===== src/rtl/spi_reg_pkg.sv =====
// spi_reg_pkg
// Shared definitions for the SPI register-file peripheral: the frame FSM
// state type, the R/W bit encodings and the command-field width helper.
package spi_reg_pkg;

    typedef enum logic [1:0] {
        IDLE = 2'd0,
        CMD  = 2'd1,
        DATA = 2'd2
    } state_t;

    localparam logic RW_WRITE = 1'b1;
    localparam logic RW_READ  = 1'b0;

    // Command field: one R/W bit followed by the address bits.
    function automatic int frame_width(input int addr_w);
        return 1 + addr_w;
    endfunction

endpackage


===== src/rtl/spi_edge_sync.sv =====
// spi_edge_sync
// Brings one asynchronous SPI pin into the clk domain through SYNC_STAGES
// flops and produces single-cycle rise/fall pulses.
// Ports:
//   clk   system clock
//   rst   synchronous active-high reset (flops load RESET_VAL)
//   din   raw asynchronous pin
//   rise  one-cycle pulse on a synchronised 0->1 transition
//   fall  one-cycle pulse on a synchronised 1->0 transition
module spi_edge_sync #(
    parameter int   SYNC_STAGES = 2,
    parameter logic RESET_VAL   = 1'b0
) (
    input  logic clk,
    input  logic rst,
    input  logic din,
    output logic rise,
    output logic fall
);

    logic [SYNC_STAGES-1:0] sync_q;
    logic                   hist_q;

    // The history flop holds the last synchroniser stage one cycle later,
    // so a pin change first sampled at edge k produces a pulse that the
    // consumer acts on at edge k+SYNC_STAGES.
    always_ff @(posedge clk) begin
        if (rst) begin
            sync_q <= {SYNC_STAGES{RESET_VAL}};
            hist_q <= RESET_VAL;
        end else begin
            sync_q <= {sync_q[SYNC_STAGES-2:0], din};
            hist_q <= sync_q[SYNC_STAGES-1];
        end
    end

    assign rise = sync_q[SYNC_STAGES-1] & ~hist_q;
    assign fall = ~sync_q[SYNC_STAGES-1] & hist_q;

endmodule


===== src/rtl/spi_reg_peripheral.sv =====
// spi_reg_peripheral
// SPI mode-0 register file. A frame is R/W bit, ADDR_W address bits, then
// any number of DATA_W words; the address auto-increments after every word.
// Write frames update the register array, read frames shift register
// contents out on cipo. A frame ending mid-field raises frame_err.
// Ports:
//   clk, rst   system clock and synchronous active-high reset
//   ncs        chip select (active low, asynchronous)
//   sclk       SPI clock (idle low, asynchronous)
//   copi       controller-out data, sampled on sclk rising edge
//   cipo       peripheral-out data, MSB first, 0 when cipo_oe is low
//   cipo_oe    high during the data phase of a read frame
//   reg_q      flat register contents, register i at [i*DATA_W +: DATA_W]
//   reg_wr     one-cycle write strobe per register
//   frame_err  one-cycle pulse on a malformed frame
module spi_reg_peripheral
    import spi_reg_pkg::*;
#(
    parameter int                NUM_REGS    = 5,
    parameter int                ADDR_W      = 7,
    parameter int                DATA_W      = 8,
    parameter int                SYNC_STAGES = 2,
    parameter logic [DATA_W-1:0] RESET_VAL   = '0
) (
    input  logic                         clk,
    input  logic                         rst,
    input  logic                         ncs,
    input  logic                         sclk,
    input  logic                         copi,
    output logic                         cipo,
    output logic                         cipo_oe,
    output logic [NUM_REGS*DATA_W-1:0]   reg_q,
    output logic [NUM_REGS-1:0]          reg_wr,
    output logic                         frame_err
);

    localparam int CMD_W = frame_width(ADDR_W);
    localparam int SH_W  = (CMD_W > DATA_W) ? CMD_W : DATA_W;
    localparam int CNT_W = (SH_W > 1) ? $clog2(SH_W) : 1;

    state_t              state;
    state_t              next_state;
    logic                ncs_rise;
    logic                ncs_fall;
    logic                sclk_rise;
    logic                sclk_fall;
    logic [SYNC_STAGES-1:0] copi_q;
    logic                copi_sync;
    logic                take_bit;
    logic                cmd_done;
    logic                word_done;
    logic [SH_W-2:0]     shift_in;
    logic [SH_W-1:0]     next_shift;
    logic [CNT_W-1:0]    bit_cnt;
    logic [ADDR_W-1:0]   addr;
    logic [ADDR_W-1:0]   cmd_addr;
    logic [ADDR_W-1:0]   rd_addr;
    logic [DATA_W-1:0]   rd_data;
    logic                rw;
    logic [DATA_W-1:0]   out_shift;
    logic                skip_shift;
    logic [DATA_W-1:0]   regs [NUM_REGS];

    spi_edge_sync #(
        .SYNC_STAGES (SYNC_STAGES),
        .RESET_VAL   (1'b0)
    ) u_ncs_sync (
        .clk  (clk),
        .rst  (rst),
        .din  (ncs),
        .rise (ncs_rise),
        .fall (ncs_fall)
    );

    spi_edge_sync #(
        .SYNC_STAGES (SYNC_STAGES),
        .RESET_VAL   (1'b0)
    ) u_sclk_sync (
        .clk  (clk),
        .rst  (rst),
        .din  (sclk),
        .rise (sclk_rise),
        .fall (sclk_fall)
    );

    // copi only needs its level, so it gets a plain synchroniser chain.
    always_ff @(posedge clk) begin
        if (rst) begin
            copi_q <= '0;
        end else begin
            copi_q <= {copi_q[SYNC_STAGES-2:0], copi};
        end
    end

    assign copi_sync = copi_q[SYNC_STAGES-1];

    // ncs rising wins over a coincident sclk rising edge: the bit is lost.
    always_comb begin
        take_bit   = sclk_rise && !ncs_rise;
        next_shift = {shift_in, copi_sync};
        cmd_addr   = next_shift[ADDR_W-1:0];
        cmd_done   = (state == CMD)  && take_bit && (bit_cnt == CNT_W'(CMD_W - 1));
        word_done  = (state == DATA) && take_bit && (bit_cnt == CNT_W'(DATA_W - 1));
        rd_addr    = (state == CMD) ? cmd_addr : addr;
        rd_data    = '0;
        for (int i = 0; i < NUM_REGS; i++) begin
            if (rd_addr == ADDR_W'(i)) begin
                rd_data = regs[i];
            end
        end
    end

    always_ff @(posedge clk) begin
        if (rst) begin
            state <= IDLE;
        end else begin
            state <= next_state;
        end
    end

    always_comb begin
        next_state = state;
        case (state)
            IDLE: if (ncs_fall) next_state = CMD;
            CMD: begin
                if (ncs_rise) begin
                    next_state = IDLE;
                end else if (cmd_done) begin
                    next_state = DATA;
                end
            end
            DATA: if (ncs_rise) next_state = IDLE;
            default: next_state = IDLE;
        endcase
    end

    // Datapath: counters, shifters and the register array. bit_cnt counts
    // bits within the current field and returns to 0 at each field boundary,
    // so a nonzero count at ncs rising marks a malformed frame.
    always_ff @(posedge clk) begin
        if (rst) begin
            for (int i = 0; i < NUM_REGS; i++) begin
                regs[i] <= RESET_VAL;
            end
            reg_wr     <= '0;
            frame_err  <= 1'b0;
            bit_cnt    <= '0;
            shift_in   <= '0;
            addr       <= '0;
            rw         <= RW_READ;
            out_shift  <= '0;
            skip_shift <= 1'b0;
            cipo_oe    <= 1'b0;
        end else begin
            reg_wr    <= '0;
            frame_err <= 1'b0;
            case (state)
                IDLE: begin
                    if (ncs_fall) begin
                        bit_cnt <= '0;
                        cipo_oe <= 1'b0;
                    end
                end
                CMD: begin
                    if (ncs_rise) begin
                        frame_err <= (bit_cnt != '0);
                        cipo_oe   <= 1'b0;
                    end else if (take_bit) begin
                        shift_in <= next_shift[SH_W-2:0];
                        if (cmd_done) begin
                            bit_cnt <= '0;
                            rw      <= next_shift[CMD_W-1];
                            if (next_shift[CMD_W-1] == RW_READ) begin
                                out_shift  <= rd_data;
                                skip_shift <= 1'b1;
                                cipo_oe    <= 1'b1;
                                addr       <= cmd_addr + ADDR_W'(1);
                            end else begin
                                addr <= cmd_addr;
                            end
                        end else begin
                            bit_cnt <= bit_cnt + CNT_W'(1);
                        end
                    end
                end
                DATA: begin
                    if (ncs_rise) begin
                        frame_err <= (bit_cnt != '0);
                        cipo_oe   <= 1'b0;
                    end else begin
                        if (take_bit) begin
                            shift_in <= next_shift[SH_W-2:0];
                            if (word_done) begin
                                bit_cnt <= '0;
                                addr    <= addr + ADDR_W'(1);
                                if (rw == RW_WRITE) begin
                                    for (int i = 0; i < NUM_REGS; i++) begin
                                        if (addr == ADDR_W'(i)) begin
                                            regs[i]   <= next_shift[DATA_W-1:0];
                                            reg_wr[i] <= 1'b1;
                                        end
                                    end
                                end else begin
                                    out_shift  <= rd_data;
                                    skip_shift <= 1'b1;
                                end
                            end else begin
                                bit_cnt <= bit_cnt + CNT_W'(1);
                            end
                        end
                        // The first falling edge after a load leaves the MSB
                        // on cipo so the controller samples it on the next rise.
                        if (sclk_fall && cipo_oe) begin
                            if (skip_shift) begin
                                skip_shift <= 1'b0;
                            end else begin
                                out_shift <= {out_shift[DATA_W-2:0], 1'b0};
                            end
                        end
                    end
                end
                default: begin
                    cipo_oe <= 1'b0;
                end
            endcase
        end
    end

    assign cipo = cipo_oe & out_shift[DATA_W-1];

    for (genvar g = 0; g < NUM_REGS; g++) begin : g_reg_q
        assign reg_q[g*DATA_W +: DATA_W] = regs[g];
    end

endmodule


===== config.mk =====
export PLATFORM = sky130hd
export DESIGN_NAME = spi_reg_peripheral
export DESIGN_NICKNAME = d
export VERILOG_FILES = /design/src/rtl/spi_reg_pkg.sv /design/src/rtl/spi_edge_sync.sv /design/src/rtl/spi_reg_peripheral.sv
export SDC_FILE = /design/constraint.sdc
export NUM_CORES = 1
export LEC_CHECK = 0
export ABC_AREA = 1
export ABC_CLOCK_PERIOD_IN_PS = 2460
export CAP_MARGIN = 20
export CORE_MARGIN = 1
export CORE_UTILIZATION = 55
export CTS_CLUSTER_DIAMETER = 120
export DETAILED_ROUTE_END_ITERATION = 10
export GPL_TIMING_DRIVEN = 1
export PLACE_DENSITY = 0.85
export SYNTH_ARGS = -nofsm -noshare
export SYNTH_HDL_FRONTEND = slang
export SYNTH_SLANG_ARGS = --single-unit

===== constraint.sdc =====
create_clock -name clk -period 2.46 [get_ports clk]
set_input_delay 0.492 -clock clk [delete_from_list [all_inputs] [get_ports clk]]
set_output_delay 0.492 -clock clk [all_outputs]
set_load 0.005 [all_outputs]

# Word-level counts from Yosys, hierarchy flattened
# Memory sizes are Yosys's and may differ from the RTL's.
# Cells that the tools add are included.
[op_classes] shifts=0 mul=0 n_reduce_logical=23 addsub=3 n_div=0 eq_ne=23 n_bitwise=20 magnitude_cmp=0 muxes=100
[ops] operator="$mux W8" n=20
[ops] operator="$mux W7" n=8
[ops] operator="$mux W1" n=55
[ops] operator="$eq A7 B2 Y1 const B" n=4
[ops] operator="$mux W3" n=7
[ops] operator="$ne A2 B2 Y1 const B" n=9
[ops] operator="$pmux W8 S2" n=1
[ops] operator="$add A7 B1 Y7 const B" n=2
[ops] operator="$eq A7 B1 Y1 const B" n=2
[ops] operator="$eq A7 B3 Y1 const B" n=2
[ops] operator="$logic_not A7 Y1" n=2
[ops] operator="$pmux W7 S2" n=1
[ops] operator="$reduce_and A6 Y1" n=2
[ops] operator="$not A1 Y1" n=10
[ops] operator="$ne A3 B3 Y1 const B" n=3
[ops] operator="$pmux W3 S3" n=1
[ops] operator="$mux W2" n=4
[ops] operator="$reduce_and A7 Y1" n=1
[ops] operator="$logic_and A1 B1 Y1" n=6
[ops] operator="$pmux W2 S3" n=1
[ops] operator="$reduce_and A3 Y1" n=2
[ops] operator="$reduce_bool A3 Y1" n=2
[ops] operator="$reduce_or A6 Y1" n=1
[ops] operator="$and A1 B1 Y1" n=5
[ops] operator="other kinds (14)" n=18
[totals] mem_count=1 rom_bits=0 wordCells=185 latch_bits=0 mem_bits_rw=40 ff_bits=44
[memory_table] name="regs" depth=5 width=8 rd=5 rd_clocked_by_memory_dff=0 write_ports=5 line_no="spi_reg_peripheral.sv:62" text="logic [DATA_W-1:0] regs [NUM_REGS];"

# Depth between registers and ports, before layout
# Gate-level depths: netlist of the first run.
[depth] word_depth=15 ltp_mapped=14

# Modules after synthesis
# Synthesis of the first run repeated with hierarchy kept, for this count alone.
[unflattened] cells_unflattened=491 hier_area_um2=4115.2
[by_module_without_submodules] mod="spi_reg_peripheral" cells_each=467 n_inst=1 area_per_inst_um2=3927.5
[by_module_without_submodules] mod="spi_edge_sync" cells_each=12 n_inst=2 area_per_inst_um2=93.8

# Worst setup path after synthesis of the first run
# Ideal clock, no wire load.
[synth_timing] path_type="register to register" start="reg state[0]" end="mem regs[0][0], enable pin" setup_time_ns=0.384 n_path_buf=1 slack_ns=0.388 t_arrival_ns=1.688 stages_incl_launch_ff=8 required_time_ns=2.076 cell_sequence="dfxtp_1 > inv_1 > ha_1 > buf_2 > nand3_2 > inv_1 > nand3_2 > o21ai_0"
[synth_rtl] element="start: declaration" line_no="spi_reg_peripheral.sv:41" text="state_t state;"
[synth_rtl] element="start signal: assignment" line_no="spi_reg_peripheral.sv:117" text="state <= next_state;"
[synth_rtl] element="end: declaration" line_no="spi_reg_peripheral.sv:62"

==> reports/summary.txt, run 1 <==
Commonest cells after routing, fill and taps aside -> nand2_1, inv_1, nand3_1, clkdlybuf4s50_1, dfxtp_1
Post-CTS setup buffer count -> 0
IO Count -> 53
Synthesized area -> 4150 µm²
Clock share of power -> 21.3%
Number of buffers added on ports -> 52
Fin cells -> 638
Critical Path Sink Type -> flop
Die Area -> 7900 µm²
Setup crit start kind -> flop
Unique masters post-synth -> 37
Synth Register Bits -> 84
Rows -> 31
Largest delay share family, worst path -> simple AND/OR/NAND/NOR gates
Switching share of total power -> 43.3%
Setup TNS -> 0 ps
Largest net degree at the start of global routing -> 33
DR WL/cell -> 15.9 µm
Layout cells sized above 1 -> 12.6%
Max-cap check violation count -> 0
Max IR drop VDD -> 0.543 mV
Clk_lat worst skew -> 380 ps
Initial DRC Count -> 375
Detailed Place HPWL -> 7560 µm
Sequential power share -> 37.7%
Hold slack final -> 407 ps
CP required -> 2480 ps
N_diodes -> 0
Number of flops mapped to enable cells by yosys -> 40
Psw -> 0.00200 W
Status -> finished, final reports clean
Hold Crit Depth -> 2
Sequential share of the synthesized area -> 50.2%
CTS tree -> done
Worst-case clock skew -> 15.7 ps
Die Y -> 88.9 µm
Net count after synthesis -> 494
CP peak stage delay -> 370 ps
Utilization after layout -> 68.1%
H-tree depth -> 3
Leakage -> 2.03 nW
Arr. time, crit path -> 2160 ps
Worst reg-to-reg path cell count -> 10
Fin crit share -> 86.8%
Vias in the first global route -> 3,450
Worst setup path class -> flop to flop
Die X -> 88.9 µm
CTS max path bufs -> 2
Core ar. -> 7290 µm²
Post-synth top flop -> dfxtp_1
Mean post-synth cell area -> 8.70 µm²
Cell count after synthesis -> 477
Starting Density -> 56.9%
Final hold violations -> 0
Max Clock Freq -> 0.468 GHz
Slew Limit Headroom -> 69.6%
CP max FO -> 8
# hold bufs at CTS -> 0
Slew Limit Fails -> 0
Max stage delay cell, worst path -> nand2_1
First-pass GRT wire length -> 16,200 µm
Initial antenna violation count -> 0
Comb power frac -> 41.1%
Clk slew on worst S/H paths -> 90 ps
Num CTS Buffers -> 9
# setup viols final -> 0
Synth warnings -> 0
RSZ-0062 raised after global routing -> false
Power per standard cell area -> 927 nW/µm²
Worst Hold Class -> flop to flop
CTS root buf -> clkbuf_8
Nets -> 551
Stages on worst setup path -> 10
CP Cell Sequence -> ha_1 > ha_1 > inv_1 > nor2_2 > nand3_2 > inv_1 > nand3_2 > inv_1 > nand2_1 > nand2_1
Final min period -> 2140 ps
DR DRC count -> 0
TritonCTS Sinks -> 84
WP buf/inv -> 3
Via count -> 3,619
Synth-to-Final Area Change -> 19.7%
Commonest non-fill, non-tap cell in the layout -> nand2_1
Least-Margin Pin Slew -> 455 ps
Gp weighted congestion -> 0.937
Placed instance count -> 622
DRT antenna net count -> 0
Vias per inst -> 5.67
Gr ovfl total -> 0
Total GRT Usage -> 27.9%
DRT Wirelength -> 10,100 µm
Pint -> 0.00261 W
DR pass1 iterations -> 4
Worst path most repeated cell -> inv_1
Async S/R FF share, synth -> 0%
[power by group through the flow]
stage | Sequential, W | Combinational [W] | Clock [W]
6_report | 0.00174 | 0.00189 | 0.000980
2_1_floorplan | 0.00173 | 0.00154 | 0
4_1_cts | 0.00173 | 0.00187 | 0.000982
5_1_grt | 0.00175 | 0.00210 | 0.00104
3_5_place_dp | 0.00176 | 0.00186 | 0
3_3_place_gp | 0.00176 | 0.00179 | 0
[worst register-to-register path, cell delays in order (launching register included)]
cell and delay [ps]:
dfxtp_1 360, ha_1 160, ha_1 140, inv_1 60, nor2_2 140, nand3_2 130, inv_1 100, nand3_2 120
inv_1 120, nand2_1 110, nand2_1 370
[logic make-up (layout without fill, tap and decap cells)]
group / after synthesis / after routing / synth area share, %
buf+inv: 78 / 140 / 8.20
simple gates: 206 / 206 / 25.1
xor+xnor: 1 / 1 / 0.211
fa+ha+maj: 12 / 12 / 3.62
flops: 84 / 84 / 50.2
compound gates: 96 / 96 / 12.7
[cell usage after synthesis, drive strengths merged (4+ instances only)]
| library cell | count | area share, % |
|---|---|---|
| nor2 | 42 | 4.9 |
| buf | 7 | 1.5 |
| a31oi | 6 | 0.90 |
| o21ai | 44 | 5.3 |
| ha | 12 | 3.6 |
| edfxtp | 40 | 29 |
| nand4 | 9 | 1.5 |
| inv | 65 | 6.2 |
| nand3 | 61 | 7.8 |
| clkbuf | 6 | 0.54 |
| a21oi | 36 | 4.7 |
| dfxtp | 44 | 21 |
| nor3 | 4 | 0.87 |
| nand2 | 88 | 9.7 |
| o21bai | 4 | 0.72 |
[layer usage]
layer  part of all wire, %  wire (µm)  vias to the layer above  track usage (%)
met5                     0          0                        -                0
met4                   2.6        268                        0             13.9
met3                   5.8        587                       25             4.48
met2                    51       5210                      134             48.3
met1                    40       4050                     1734             33.7
li1                      -          -                     1726                -
[timing repair]
item	in CTS	in global routing
setup endpoints to repair	0	2
hold endpoints to repair	0	0
gates resized for setup	0	1
[flip-flops by register name (all words and copies together), names as in the netlist, 2 cells and up]
register            cells
u_ncs_sync.sync_q       2
copi_q                  2
reg_wr                  5
u_sclk_sync.sync_q      2
bit_cnt                 3
out_shift               8
state                   2
shift_in                7
addr                    7
regs                   40
[final timing paths]
check                       startpoint              endpoint  slack, ps
setup / recovery            bit_cnt[1]           regs[0][31]        320
hold / removal    u_ncs_sync.sync_q[0]  u_ncs_sync.sync_q[1]        410
setup reg to reg            bit_cnt[1]           regs[0][31]        320
hold reg to reg   u_ncs_sync.sync_q[0]  u_ncs_sync.sync_q[1]        410
[cell type report]
| cell class | instances | area (µm²) |
|---|---|---|
| clock buffers | 9 | 124 |
| clock inverters | 7 | 77.6 |
| fillers | 606 | 2320 |
| inverters | 65 | 256 |
| multi-input cells | 315 | 1730 |
| flip-flops and latches | 84 | 2080 |
| well taps | 99 | 124 |
| repair buffers | 59 | 573 |
[per-stage QoR]
step	setup WS [ps]	cell area [µm²]	power [W]
after global placement	270	4760	0.00355
after detailed placement	200	4760	0.00362
after global routing	124	4970	0.00490
after CTS	182	4970	0.00458
final	324	4970	0.00461
after floorplan	388	4150	0.00326
(Power assumes the default switching activity.)
==> run 2, diff against run 1 <==
CELL_PAD_IN_SITES_DETAIL_PLACEMENT = 2   (was not set)
CELL_PAD_IN_SITES_GLOBAL_PLACEMENT = 2   (was not set)
CORE_UTILIZATION = 34   (was 55)
PLACE_DENSITY = 0.86   (was 0.85)
==> reports/summary.txt, run 2 (same netlist as run 1, synthesis figures left out) <==
First-pass GRT wire length -> 24,600 µm (was 16,200 µm)
DR WL/cell -> 23.2 µm (was 15.9 µm)
TritonCTS Sinks -> 84 (unchanged)
Pre-CTS WS -> 61.5 ps (was 200 ps)
H-tree depth -> 3 (unchanged)
Gp weighted congestion -> 0.863 (was 0.937)
DR DRC count -> 0 (unchanged)
Least-Margin Pin Slew -> 454 ps (was 455 ps)
Status -> finished, final reports clean (unchanged)
N_diodes -> 0 (unchanged)
Gr ovfl total -> 0 (unchanged)
Starting Density -> 35.6% (was 56.9%)
Max Clock Freq -> 0.428 GHz (was 0.468 GHz)
IO Count -> 53 (unchanged)
Worst-case clock skew -> 7.50 ps (was 15.7 ps)
Largest delay share family, worst path -> simple AND/OR/NAND/NOR gates (unchanged)
Commonest non-fill, non-tap cell in the layout -> nand2_1 (unchanged)
Setup crit start kind -> flop (unchanged)
DRT antenna net count -> 0 (unchanged)
Slew Limit Headroom -> 69.7% (was 69.6%)
Max IR drop VDD -> 0.362 mV (was 0.543 mV)
CP Cell Sequence -> ha_1 > ha_1 > inv_1 > nor2_2 > nand3_2 > inv_1 > nand3_2 > inv_1 > nand2_1 > nand2_1 (unchanged)
Total GRT Usage -> 26.2% (was 27.9%)
Worst reg-to-reg path cell count -> 10 (unchanged)
Met2 routed WL -> 8500 µm (was 5210 µm)
Vias in the first global route -> 4,208 (was 3,450)
Number of buffers added on ports -> 52 (unchanged)
DR pass1 iterations -> 4 (unchanged)
Worst path most repeated cell -> inv_1 (unchanged)
CTS tree -> done (unchanged)
Fin crit share -> 94.9% (was 86.8%)
Top reg by flops -> regs (unchanged)
# hold bufs at CTS -> 0 (unchanged)
Final worst setup slack -> 126 ps (was 324 ps)
Stages on worst setup path -> 10 (unchanged)
Initial antenna violation count -> 0 (unchanged)
Arr. time, crit path -> 2330 ps (was 2160 ps)
Rows -> 39 (was 31)
Final hold violations -> 0 (unchanged)
CP peak stage delay -> 380 ps (was 370 ps)
Worst Setup EP -> regs[0][37] (was regs[0][31])
Met3 WL -> 391 µm (was 587 µm)
DR top layer -> met4 (unchanged)
CTS max path bufs -> 2 (unchanged)
Nets -> 551 (unchanged)
Critical R2R Launch -> bit_cnt[1] (unchanged)
Worst setup path class -> flop to flop (unchanged)
Final min period -> 2330 ps (was 2140 ps)
Vias per inst -> 5.52 (was 5.67)
Placed instance count -> 666 (was 622)
# setup viols final -> 0 (unchanged)
Worst Hold Class -> flop to flop (unchanged)
Core ar. -> 11,700 µm² (was 7290 µm²)
Max stage delay cell, worst path -> nand2_1 (unchanged)
Die Y -> 113 µm (was 88.9 µm)
DRT Wirelength -> 15,800 µm (was 10,100 µm)
Die X -> 113 µm (was 88.9 µm)
Clk_lat worst skew -> 350 ps (was 380 ps)
Reg2reg end -> regs[0][37] (was regs[0][31])
Clk slew on worst S/H paths -> 60 ps (was 90 ps)
CP startpoint -> bit_cnt[1] (unchanged)
Reg-to-reg setup timing slack -> 130 ps (was 320 ps)
CP required -> 2460 ps (was 2480 ps)
Hold Crit Start -> u_sclk_sync.sync_q[0] (was u_ncs_sync.sync_q[0])
Via count -> 3,768 (was 3,619)
CP max FO -> 8 (unchanged)
WP buf/inv -> 3 (unchanged)
Max reg flops -> 40 (unchanged)
Synth-to-Final Area Change -> 24.7% (was 19.7%)
Largest net degree at the start of global routing -> 33 (unchanged)
Fill count -> 1,262 (was 606)
Post-CTS setup buffer count -> 0 (unchanged)
Num CTS Buffers -> 9 (unchanged)
Die Area -> 12,700 µm² (was 7900 µm²)
Biggest regs -> regs (40), out_shift (8) (unchanged)
Commonest cells after routing, fill and taps aside -> nand2_1, inv_1, nand3_1, clkdlybuf4s50_1, dfxtp_1 (unchanged)
Power per standard cell area -> 1060 nW/µm² (was 927 nW/µm²)
Layout cells sized above 1 -> 13.0% (was 12.6%)
Fin cells -> 682 (was 638)
M1 WL -> 6240 µm (was 4050 µm)
Leakage -> 2.09 nW (was 2.03 nW)
Max-cap check violation count -> 0 (unchanged)
Critical Path Sink Type -> flop (unchanged)
Initial DRC Count -> 308 (was 375)
Slew Limit Fails -> 0 (unchanged)
Detailed Place HPWL -> 11,300 µm (was 7560 µm)
CTS root buf -> clkbuf_16 (was clkbuf_8)
==> run 2: metal layers <==
metal / track usage, % / up-vias
met1: 28.6 / 1900
li1: - / 1726
met5: 0 / -
met2: 49.2 / 93
met3: 3.35 / 49
met4: 14.1 / 0
==> run 2: layout make-up <==
cell class / instances / area, µm² / share of cell area, %
Inverter: 65 / 256 / 4.95
Timing Repair Buffer: 59 / 586 / 11.3
Clock inverter: 7 / 100 / 1.93
Tap cell: 143 / 179 / 3.45
Multi-Input combinational cell: 315 / 1750 / 33.8
Sequential cell: 84 / 2080 / 40.2
Clock buffer: 9 / 225 / 4.35
==> run 2: worst min-delay path by stage <==
stage / depth (start not counted) / endpoint
2_1_floorplan: 2 / copi_q[1]
3_3_place_gp: 2 / u_sclk_sync.sync_q[1]
3_5_place_dp: 2 / u_sclk_sync.sync_q[1]
4_1_cts: 2 / u_sclk_sync.sync_q[1]
5_1_grt: 2 / u_sclk_sync.sync_q[1]
6_report: 2 / u_sclk_sync.sync_q[1]
==> run 2: what timing repair did <==
item / in CTS / in global routing
setup endpoints to repair: 1 / 27
gates resized for setup: 1 / 4
cloned: 0 / 0
pin swaps: 0 / 0
==> run 2: power breakdown <==
part           leakage, nW  total [W]  internal [W]  switching, W
logic                 1.17    0.00219      0.000646       0.00154
registers            0.773    0.00176       0.00161      0.000153
clock network        0.155    0.00152      0.000898      0.000626
==> run 2: per-stage QoR <==
step	total power (W)	hold slack, ps	TNS, ps	util (%)	area (µm²)
after floorplan	0.00326	388	0	-	4150
after global placement	0.00371	392	0	41.4	4830
after detailed placement	0.00389	409	0	41.4	4830
after CTS	0.00546	421	0	44.2	5160
after global routing	0.00572	442	-5.98	44.4	5180
final	0.00547	418	0	44.4	5180
==> run 2: tightest hold or removal path: cells and delay by family, from the launching register on <==
kind	cells	cell delay (ps)
buf+inv	1	50
flops	1	300
simple gates	1	30
==> run 3, diff against run 2 <==
CELL_PAD_IN_SITES_DETAIL_PLACEMENT = not set   (was 2)
CELL_PAD_IN_SITES_GLOBAL_PLACEMENT = not set   (was 2)
CORE_ASPECT_RATIO = 1.1   (was not set)
CORE_UTILIZATION = 55   (was 34)
PLACE_DENSITY = 0.85   (was 0.86)
==> reports/summary.txt, run 3 (same netlist as run 1, synthesis figures left out) <==
Status -> finished, violations left (was finished, final reports clean)
Failing checks -> design-rule violations
Final hold violations -> 0 (unchanged)
N_diodes -> 0 (unchanged)
Worst-case clock skew -> 7.43 ps (was 7.50 ps)
Max reg flops -> 40 (unchanged)
Slew Limit Headroom -> 70.6% (was 69.7%)
Least-Margin Pin Slew -> 441 ps (was 454 ps)
Num CTS Buffers -> 9 (unchanged)
Top reg by flops -> regs (unchanged)
Worst setup path class -> flop to flop (unchanged)
Largest delay share family, worst path -> simple AND/OR/NAND/NOR gates (unchanged)
WP buf/inv -> 3 (unchanged)
Starting Density -> 57.9% (was 35.6%)
CTS root buf -> clkbuf_8 (was clkbuf_16)
Placed instance count -> 607 (was 666)
Vias in the first global route -> 3,448 (was 4,208)
CP peak stage delay -> 370 ps (was 380 ps)
Fin crit share -> 89.1% (was 94.9%)
Vias per inst -> 5.66 (was 5.52)
DR DRC count -> 5 (was 0)
Final min period -> 2190 ps (was 2330 ps)
Largest net degree at the start of global routing -> 33 (unchanged)
H-tree depth -> 3 (unchanged)
Layout cells sized above 1 -> 12.3% (was 13.0%)
CP Cell Sequence -> ha_1 > ha_1 > inv_1 > nor2_2 > nand3_2 > inv_1 > nand3_2 > inv_1 > nand3_1 > nand2_1 (was ha_1 > ha_1 > inv_1 > nor2_2 > nand3_2 > inv_1 > nand3_2 > inv_1 > nand2_1 > nand2_1)
RSZ-0062 raised after global routing -> false
Total GRT Usage -> 27.0% (was 26.2%)
Fin cells -> 623 (was 682)
Setup TNS -> 0 ps (unchanged)
Max IR drop VDD -> 0.576 mV (was 0.362 mV)
Fill count -> 565 (was 1,262)
Commonest non-fill, non-tap cell in the layout -> nand2_1 (unchanged)
Clk_lat worst skew -> 360 ps (was 350 ps)
DRT antenna net count -> 0 (unchanged)
Commonest cells after routing, fill and taps aside -> nand2_1, inv_1, nand3_1, clkdlybuf4s50_1, dfxtp_1 (unchanged)
Detailed Place HPWL -> 7440 µm (was 11,300 µm)
Number of buffers added on ports -> 52 (unchanged)
TritonCTS Sinks -> 84 (unchanged)
CP required -> 2480 ps (was 2460 ps)
Die Y -> 93.1 µm (was 113 µm)
Setup crit start kind -> flop (unchanged)
Gp weighted congestion -> 0.901 (was 0.863)
IO Count -> 53 (unchanged)
Die Area -> 7900 µm² (was 12,700 µm²)
Initial antenna violation count -> 0 (unchanged)
Via count -> 3,525 (was 3,768)
Max Clock Freq -> 0.456 GHz (was 0.428 GHz)
Arr. time, crit path -> 2210 ps (was 2330 ps)
CTS max path bufs -> 2 (unchanged)
Power per standard cell area -> 923 nW/µm² (was 1060 nW/µm²)
CTS tree -> done (unchanged)
Nets -> 550 (was 551)
Biggest regs -> regs (40), out_shift (8) (unchanged)
Worst Hold Class -> flop to flop (unchanged)
Gr ovfl total -> 0 (unchanged)
Worst path most repeated cell -> inv_1 (unchanged)
Rows -> 32 (was 39)
First-pass GRT wire length -> 16,400 µm (was 24,600 µm)
# setup viols final -> 0 (unchanged)
Core ar. -> 7170 µm² (was 11,700 µm²)
Leakage -> 2.01 nW (was 2.09 nW)
DR pass1 iterations -> 10 (was 4)
Initial DRC Count -> 297 (was 308)
Max-cap check violation count -> 0 (unchanged)
DR WL/cell -> 16.0 µm (was 23.2 µm)
Die X -> 84.8 µm (was 113 µm)
DRT Wirelength -> 10000 µm (was 15,800 µm)
Clk slew on worst S/H paths -> 90 ps (was 60 ps)
Max stage delay cell, worst path -> nand2_1 (unchanged)
Synth-to-Final Area Change -> 18.6% (was 24.7%)
Slew Limit Fails -> 0 (unchanged)
Critical Path Sink Type -> flop (unchanged)
CP max FO -> 8 (unchanged)
==> run 3: layout make-up <==
type / instances / area (µm²) / share of cell area (%)
inverter: 65 / 256 / 5.21
clock buffer: 10 / 128 / 2.59
multi-input combinational: 315 / 1730 / 35.2
tap: 85 / 106 / 2.16
timing repair buffer: 58 / 566 / 11.5
sequential: 84 / 2080 / 42.3
clock inverter: 6 / 53.8 / 1.09
==> run 3: metal layers <==
layer	vias to the layer above	track usage, %	wire, µm
li1	1729	-	-
met4	0	10.5	156
met3	14	4.50	603
met5	-	0	0
met2	152	49.3	5320
met1	1630	31.7	3910
==> run 3: power by group <==
part / switching, W / internal [W]
Combinational: 0.00130 / 0.000600
Sequential: 0.000130 / 0.00160
Clock: 0.000527 / 0.000387
Total: 0.00196 / 0.00259
==> run 3: worst paths after layout <==
kind	depth (start not counted)	slack, ps	startpoint	endpoint
max	10	270	bit_cnt[1]	regs[0][20]
max reg2reg	10	270	bit_cnt[1]	regs[0][20]
min	2	410	u_ncs_sync.sync_q[0]	u_ncs_sync.sync_q[1]
min reg2reg	2	410	u_ncs_sync.sync_q[0]	u_ncs_sync.sync_q[1]
==> run 3: timing repair <==
item,in CTS,in global routing
resized for setup,0,1
setup buffers,0,0
endpoints found under the setup margin,0,4
hold buffers,0,0
==> run 3: stage by stage <==
stage | hold slack, ps | setup slack (ps) | area (µm²) | utilization, % | total power (W)
4_1_cts | 405 | 135 | 4920 | 68.7 | 0.00454
3_3_place_gp | 389 | 276 | 4740 | 66.1 | 0.00354
3_5_place_dp | 393 | 150 | 4740 | 66.1 | 0.00362
6_report | 408 | 268 | 4920 | 68.7 | 0.00455
2_1_floorplan | 388 | 388 | 4150 | - | 0.00326
5_1_grt | 439 | 129 | 4920 | 68.7 | 0.00486
==> run 3: worst reg2reg max path: stages, from the launching register on <==
cell     delay (ps)
dfxtp_1         360
ha_1            150
ha_1            140
inv_1            60
nor2_2          140
nand3_2         130
inv_1            90
nand3_2         140
inv_1           130
nand3_1         140
nand2_1         370
==> edit 1: new RTL, settings of run 3 <==
`SYNC_STAGES` is set to 2 in 2 places; all go to 4.
--- a/src/rtl/spi_edge_sync.sv
+++ b/src/rtl/spi_edge_sync.sv
@@ -10,3 +10,3 @@
 module spi_edge_sync #(
-    parameter int   SYNC_STAGES = 2,
+    parameter int   SYNC_STAGES = 4,
     parameter logic RESET_VAL   = 1'b0
--- a/src/rtl/spi_reg_peripheral.sv
+++ b/src/rtl/spi_reg_peripheral.sv
@@ -21,3 +21,3 @@
     parameter int                DATA_W      = 8,
-    parameter int                SYNC_STAGES = 2,
+    parameter int                SYNC_STAGES = 4,
     parameter logic [DATA_W-1:0] RESET_VAL   = '0
Behaviour: not the same (Yosys sat finds a counterexample within 10 cycles, from zero or initial values and one cycle with rst high).
==> edit 1 against run 3 <==
- die area increased by 2.4%
- total power decreased by 1.1%
- routed wire length increased by 2.8%
- sequential cell count increased by 6
- design area increased by 3.0%
- global-route usage decreased by 0.49 points
- setup slack got worse by 0.027 ns
- combinational power decreased by 11%
- synthesized area increased by 2.5%
- sequential power increased by 5%
- critical path type unchanged
==> edit 1: results (changes against run 3) <==
* post-placement cell area: 4870 sq um, +2.8%
* top post-synthesis cells by area: sky130_fd_sc_hd__edfxtp_1 28%, sky130_fd_sc_hd__dfxtp_1 24%, sky130_fd_sc_hd__nand2_1 7.1%, sky130_fd_sc_hd__inv_1 7.1%, sky130_fd_sc_hd__nand3_1 6.1%
* multi-input gate share of total cell area: 32.8%, -2.4 points
* GPL Wtd Cong: 0.951, +5.5%
* via count of the first global-routing pass: 3,414, -0.99%
* multi-input combinational cell count: 321, +1.9%
* global-route wire length before repair: 16.3 mm, -0.63%
* Min Hold Slack: 0.411 ns, +0.00234 ns
* CP startpoint: state[1]
* met2 global-route usage: 45.0%, -4.3 points
* end of the worst hold path: u_sclk_sync.sync_q[3]
* global router's overall resource usage: 26.5%, -0.49 points
* Filler Cell Count: 597, +5.7%
* number of unique standard cell types used by synthesis: 34, -8.1%
* non-clock buffer area fraction after layout: 11.2%, -0.33 points
* total met2 wirelength after detailed routing: 4.97 mm, -6.7%
* Inverters: 84, +29%
* number of nets in the final layout: 581, +5.6%
* placed wire-length estimate after detailed placement: 7.60 mm, +2.2%
* Rel. slew slack: 65.9%, -4.6 points
* list of most frequent post-synthesis cells: 81 x sky130_fd_sc_hd__nand2_1, 80 x sky130_fd_sc_hd__inv_1, 52 x sky130_fd_sc_hd__nand3_1
* adder and majority gate portion of the synthesized area: 3.53%, -0.087 points
* worst slack at placement: 0.162 ns, +0.0125 ns
* initial detailed-routing violation count: 327, +10%
* xor/xnor cell area share of the yosys netlist: 0.206%, -0.0051 points
* Site Rows: 33, +3.1%
* cell count of the worst reg-to-reg path: 11, +1
* worst voltage drop across the vdd grid: 0.595 mV, +3.5%
* largest net degree at the start of global routing: 27, -18%
* met3 wire len: 845 microns, +40%
* cell at the slowest stage of the critical path: sky130_fd_sc_hd__dfxtp_1
* mean instance size in the synthesized netlist: 8.34 sq um, -4.2%
* dpl cells: 658, +8.4%
* result of the run: finished, final reports clean
* final setup margin: 0.241 ns, -0.0272 ns
* count of vias placed by the detailed router: 3,718, +5.5%
* Worst Hold Launch: u_sclk_sync.sync_q[2]
* worst setup skew after layout: 0.00851 ns, +0.00107 ns
* register share of the cell area: 43.4%, +1.1 points
* layout cell share with drive strength beyond 1: 7.73%, -4.5 points
* end of the critical path: out_shift[2]
* share of synthesized area occupied by flip-flops and latches: 51.8%, +1.6 points
[edit 1: changes by cell type in the layout (fill, tap and decap cells not counted), moves of 3 or more]
cell | before | now
sky130_fd_sc_hd__nand3_1 | 57 | 52
sky130_fd_sc_hd__inv_1 | 59 | 80
sky130_fd_sc_hd__nand2_2 | 14 | 8
sky130_fd_sc_hd__o21ai_0 | 39 | 43
sky130_fd_sc_hd__nand3_2 | 4 | 0
sky130_fd_sc_hd__dfxtp_1 | 44 | 50
sky130_fd_sc_hd__o21bai_1 | 4 | 0
sky130_fd_sc_hd__a21oi_2 | 4 | 1
sky130_fd_sc_hd__nand2_1 | 69 | 81
sky130_fd_sc_hd__nand2_4 | 5 | 2
sky130_fd_sc_hd__nor2_1 | 34 | 45
sky130_fd_sc_hd__a21oi_1 | 32 | 36
[edit 1: power by group]
part	switching (mW)	leakage [nW]	internal, mW
Sequential	0.108	0.824	1.70
Clock	0.530	0.0905	0.472
Combinational	1.16	1.20	0.530
Total	1.80	2.11	2.70
==> edit 2: new RTL, config.mk and constraints of run 3 <==
Made on the original files. Add an input register stage for `ncs` and `copi`; this delays them by one clock.
--- a/src/rtl/spi_reg_peripheral.sv
+++ b/src/rtl/spi_reg_peripheral.sv
@@ -40,2 +40,10 @@
 
+    logic ncs_q;
+    logic copi_r;
+
+    always_ff @(posedge clk) begin
+        ncs_q  <= ncs;
+        copi_r <= copi;
+    end
+
     state_t              state;
@@ -69,3 +77,3 @@
         .rst  (rst),
-        .din  (ncs),
+        .din  (ncs_q),
         .rise (ncs_rise),
@@ -90,3 +98,3 @@
         end else begin
-            copi_q <= {copi_q[SYNC_STAGES-2:0], copi};
+            copi_q <= {copi_q[SYNC_STAGES-2:0], copi_r};
         end
Check against the original RTL: not equivalent (Yosys sat finds a counterexample within 10 cycles, from zero or initial values and one cycle with rst high).
==> edit 2 against run 3 <==
- setup slack improved by 0.050 ns
- total power fell by 6.1%
- maximum frequency rose by 2.3%
- sequential cell count rose by 2
- sequential share of layout area rose by 0.51 points
- synthesized area rose by 0.42%
- largest power group is now sequential cells
- routed wire length fell by 2.0%
- design area rose by 0.71%
- combinational power fell by 13%
- clock skew rose by 0.0086 ns
==> edit 2: results (changes against run 3) <==
* setup slack of the worst register-to-register path: 0.32 ns, +0.05 ns
* cell count of the worst reg-to-reg path: 13, +3
* iteration count of the initial detailed-routing pass: 5, -5
* average via count per standard cell: 5.68, +0.37%
* Skew-Pair Late Insertion Delay: 0.36 ns, about the same
* synth warn: 0, unchanged
* FF-to-FF Start: state[1]
* worst voltage drop across the vdd grid: 0.785 mV, +36%
* placed wire-length estimate after detailed placement: 7.44 mm, about the same
* worst slack at placement: 0.286 ns, +0.136 ns
* largest stage delay on the critical path: 0.34 ns, -0.03 ns
* antenna fix cells: 0, unchanged
* routed wirelength normalized by instance count: 15.6 microns, -2.9%
* global router's overall resource usage: 26.5%, -0.50 points
* initial detailed-routing violation count: 331, +11%
* result of the run: finished, final reports clean
* Min-Delay Path Depth: 2, unchanged
* global-route wire length before repair: 16.1 mm, -1.4%
* post-synthesis net count: 499, +1.0%
* adder and majority gate portion of the synthesized area: 3.60%, -0.015 points
* Leak: 2.05 nW, +2.0%
* share of synthesized area occupied by flip-flops and latches: 50.9%, +0.75 points
* number of nets in the final layout: 556, +1.1%
* via count of the first global-routing pass: 3,355, -2.7%
* WP data arrival: 2.44 ns, +0.23 ns
* list of most frequent post-synthesis cells: 82 x sky130_fd_sc_hd__nand2_1, 63 x sky130_fd_sc_hd__inv_1, 46 x sky130_fd_sc_hd__dfxtp_1
* number of unique standard cell types used by synthesis: 42, +14%
* residual DRC count: 0, -5
* Critical R2R Capture: out_shift[5]
* number of gates given a new drive strength after cts: 0, unchanged
* top post-synthesis cells by area: sky130_fd_sc_hd__edfxtp_1 29%, sky130_fd_sc_hd__dfxtp_1 22%, sky130_fd_sc_hd__nand2_1 7.4%, sky130_fd_sc_hd__inv_1 5.7%, sky130_fd_sc_hd__nand3_1 5.3%
* largest net degree at the start of global routing: 28, -15%
* TritonCTS Buffers: 9, unchanged
* cell at the slowest stage of the critical path: sky130_fd_sc_hd__dfxtp_1
* area fraction in compound gates after synthesis: 12.7%, -0.053 points
* layout cell share with drive strength beyond 1: 11.8%, -0.50 points
* maximum clock frequency: 0.467 GHz, +2.3%
* largest registers: regs: 40 flops, out_shift: 8 flops
* maximum fanout along the worst path: 7, -1
* Filler Cell Count: 542, -4.1%
* worst setup skew after layout: 0.0160 ns, +0.00856 ns
* Hold WC Path Type: reg2reg
* Slew @ Worst Pin: 0.525 ns, +0.0843 ns
* GPL Wtd Cong: 0.856, -5.0%
* xor/xnor cell area share of the yosys netlist: 0.210%, -0.00089 points
* IO Port Bufs: 52, unchanged
[edit 2: cell count changes after synthesis, sizes merged, moves of 4 or more]
cell | before | now
a21oi | 36 | 32
inv | 65 | 73
nand2 | 88 | 97
nand3 | 61 | 46
[edit 2: cell families (layout without fill, tap and decap cells)]
| kind of cell | after synthesis | count (layout) |
|---|---|---|
| DFF | 86 | 86 |
| adders and majority gates | 12 | 12 |
| buffers and inverters | 85 | 147 |
| xor gates and xnor gates | 1 | 1 |
| and+or+nand+nor | 204 | 204 |
| AOI/OAI and AO/OA | 94 | 94 |
[edit 2: layer usage]
layer,global-route usage [%],vias to the layer above,wire length [microns]
met5,0,-,0
met4,12.4,0,239
li1,-,1727,-
met1,32.4,1655,4040
met2,45.5,171,4790
met3,4.59,19,730
[edit 2: final cells by class]
class                           count  area (sq um)  area share, %
Sequential cell                    86          2120           42.8
Clock inverter                      7          56.3           1.14
Tap cell                           85           106           2.14
Multi-Input combinational cell    311          1710           34.5
Timing Repair Buffer               58           566           11.4
Clock buffer                        9           124           2.50
Inverter                           73           274           5.53
[edit 2: metrics by stage]
| step | cells | cell area, sq um | hold slack, ns | total power, mW | util (%) |
|---|---|---|---|---|---|
| 6_report | 629 | 4960 | 0.412 | 4.27 | 69.2 |
| 3_3_place_gp | 613 | 4780 | 0.392 | 3.31 | 66.7 |
| 5_1_grt | 629 | 4960 | 0.436 | 4.51 | 69.2 |
| 3_5_place_dp | 613 | 4780 | 0.399 | 3.36 | 66.7 |
| 2_1_floorplan | 482 | 4170 | 0.388 | 2.95 | - |
| 4_1_cts | 629 | 4960 | 0.414 | 4.25 | 69.2 |
[edit 2: worst register-to-register path, stage by stage (launching register included)]
cell	delay (ns)
sky130_fd_sc_hd__dfxtp_1	0.34
sky130_fd_sc_hd__inv_1	0.11
sky130_fd_sc_hd__ha_1	0.28
sky130_fd_sc_hd__buf_4	0.20
sky130_fd_sc_hd__nand2_2	0.06
sky130_fd_sc_hd__nand2_2	0.10
sky130_fd_sc_hd__nand2_4	0.11
sky130_fd_sc_hd__nor3_4	0.30
sky130_fd_sc_hd__nand2_1	0.11
sky130_fd_sc_hd__inv_2	0.10
sky130_fd_sc_hd__nand2_1	0.06
sky130_fd_sc_hd__nand2_1	0.06
sky130_fd_sc_hd__o21bai_1	0.10
sky130_fd_sc_hd__a21oi_1	0.15
[edit 2: worst max path at each step]
stage	from	endpoint
after global routing	state[1]	out_shift[3]
after global placement	rst	regs[0][13]
final	state[1]	out_shift[5]
after detailed placement	rst	regs[0][14]
after CTS	state[1]	out_shift[5]
after floorplan	state[0]	regs[0][0]
[edit 2: report_power, final]
| group | total (mW) | internal (mW) | switching, mW |
|---|---|---|---|
| combinational | 1.65 | 0.544 | 1.11 |
| clock | 0.914 | 0.378 | 0.536 |
| sequential | 1.70 | 1.61 | 0.0869 |
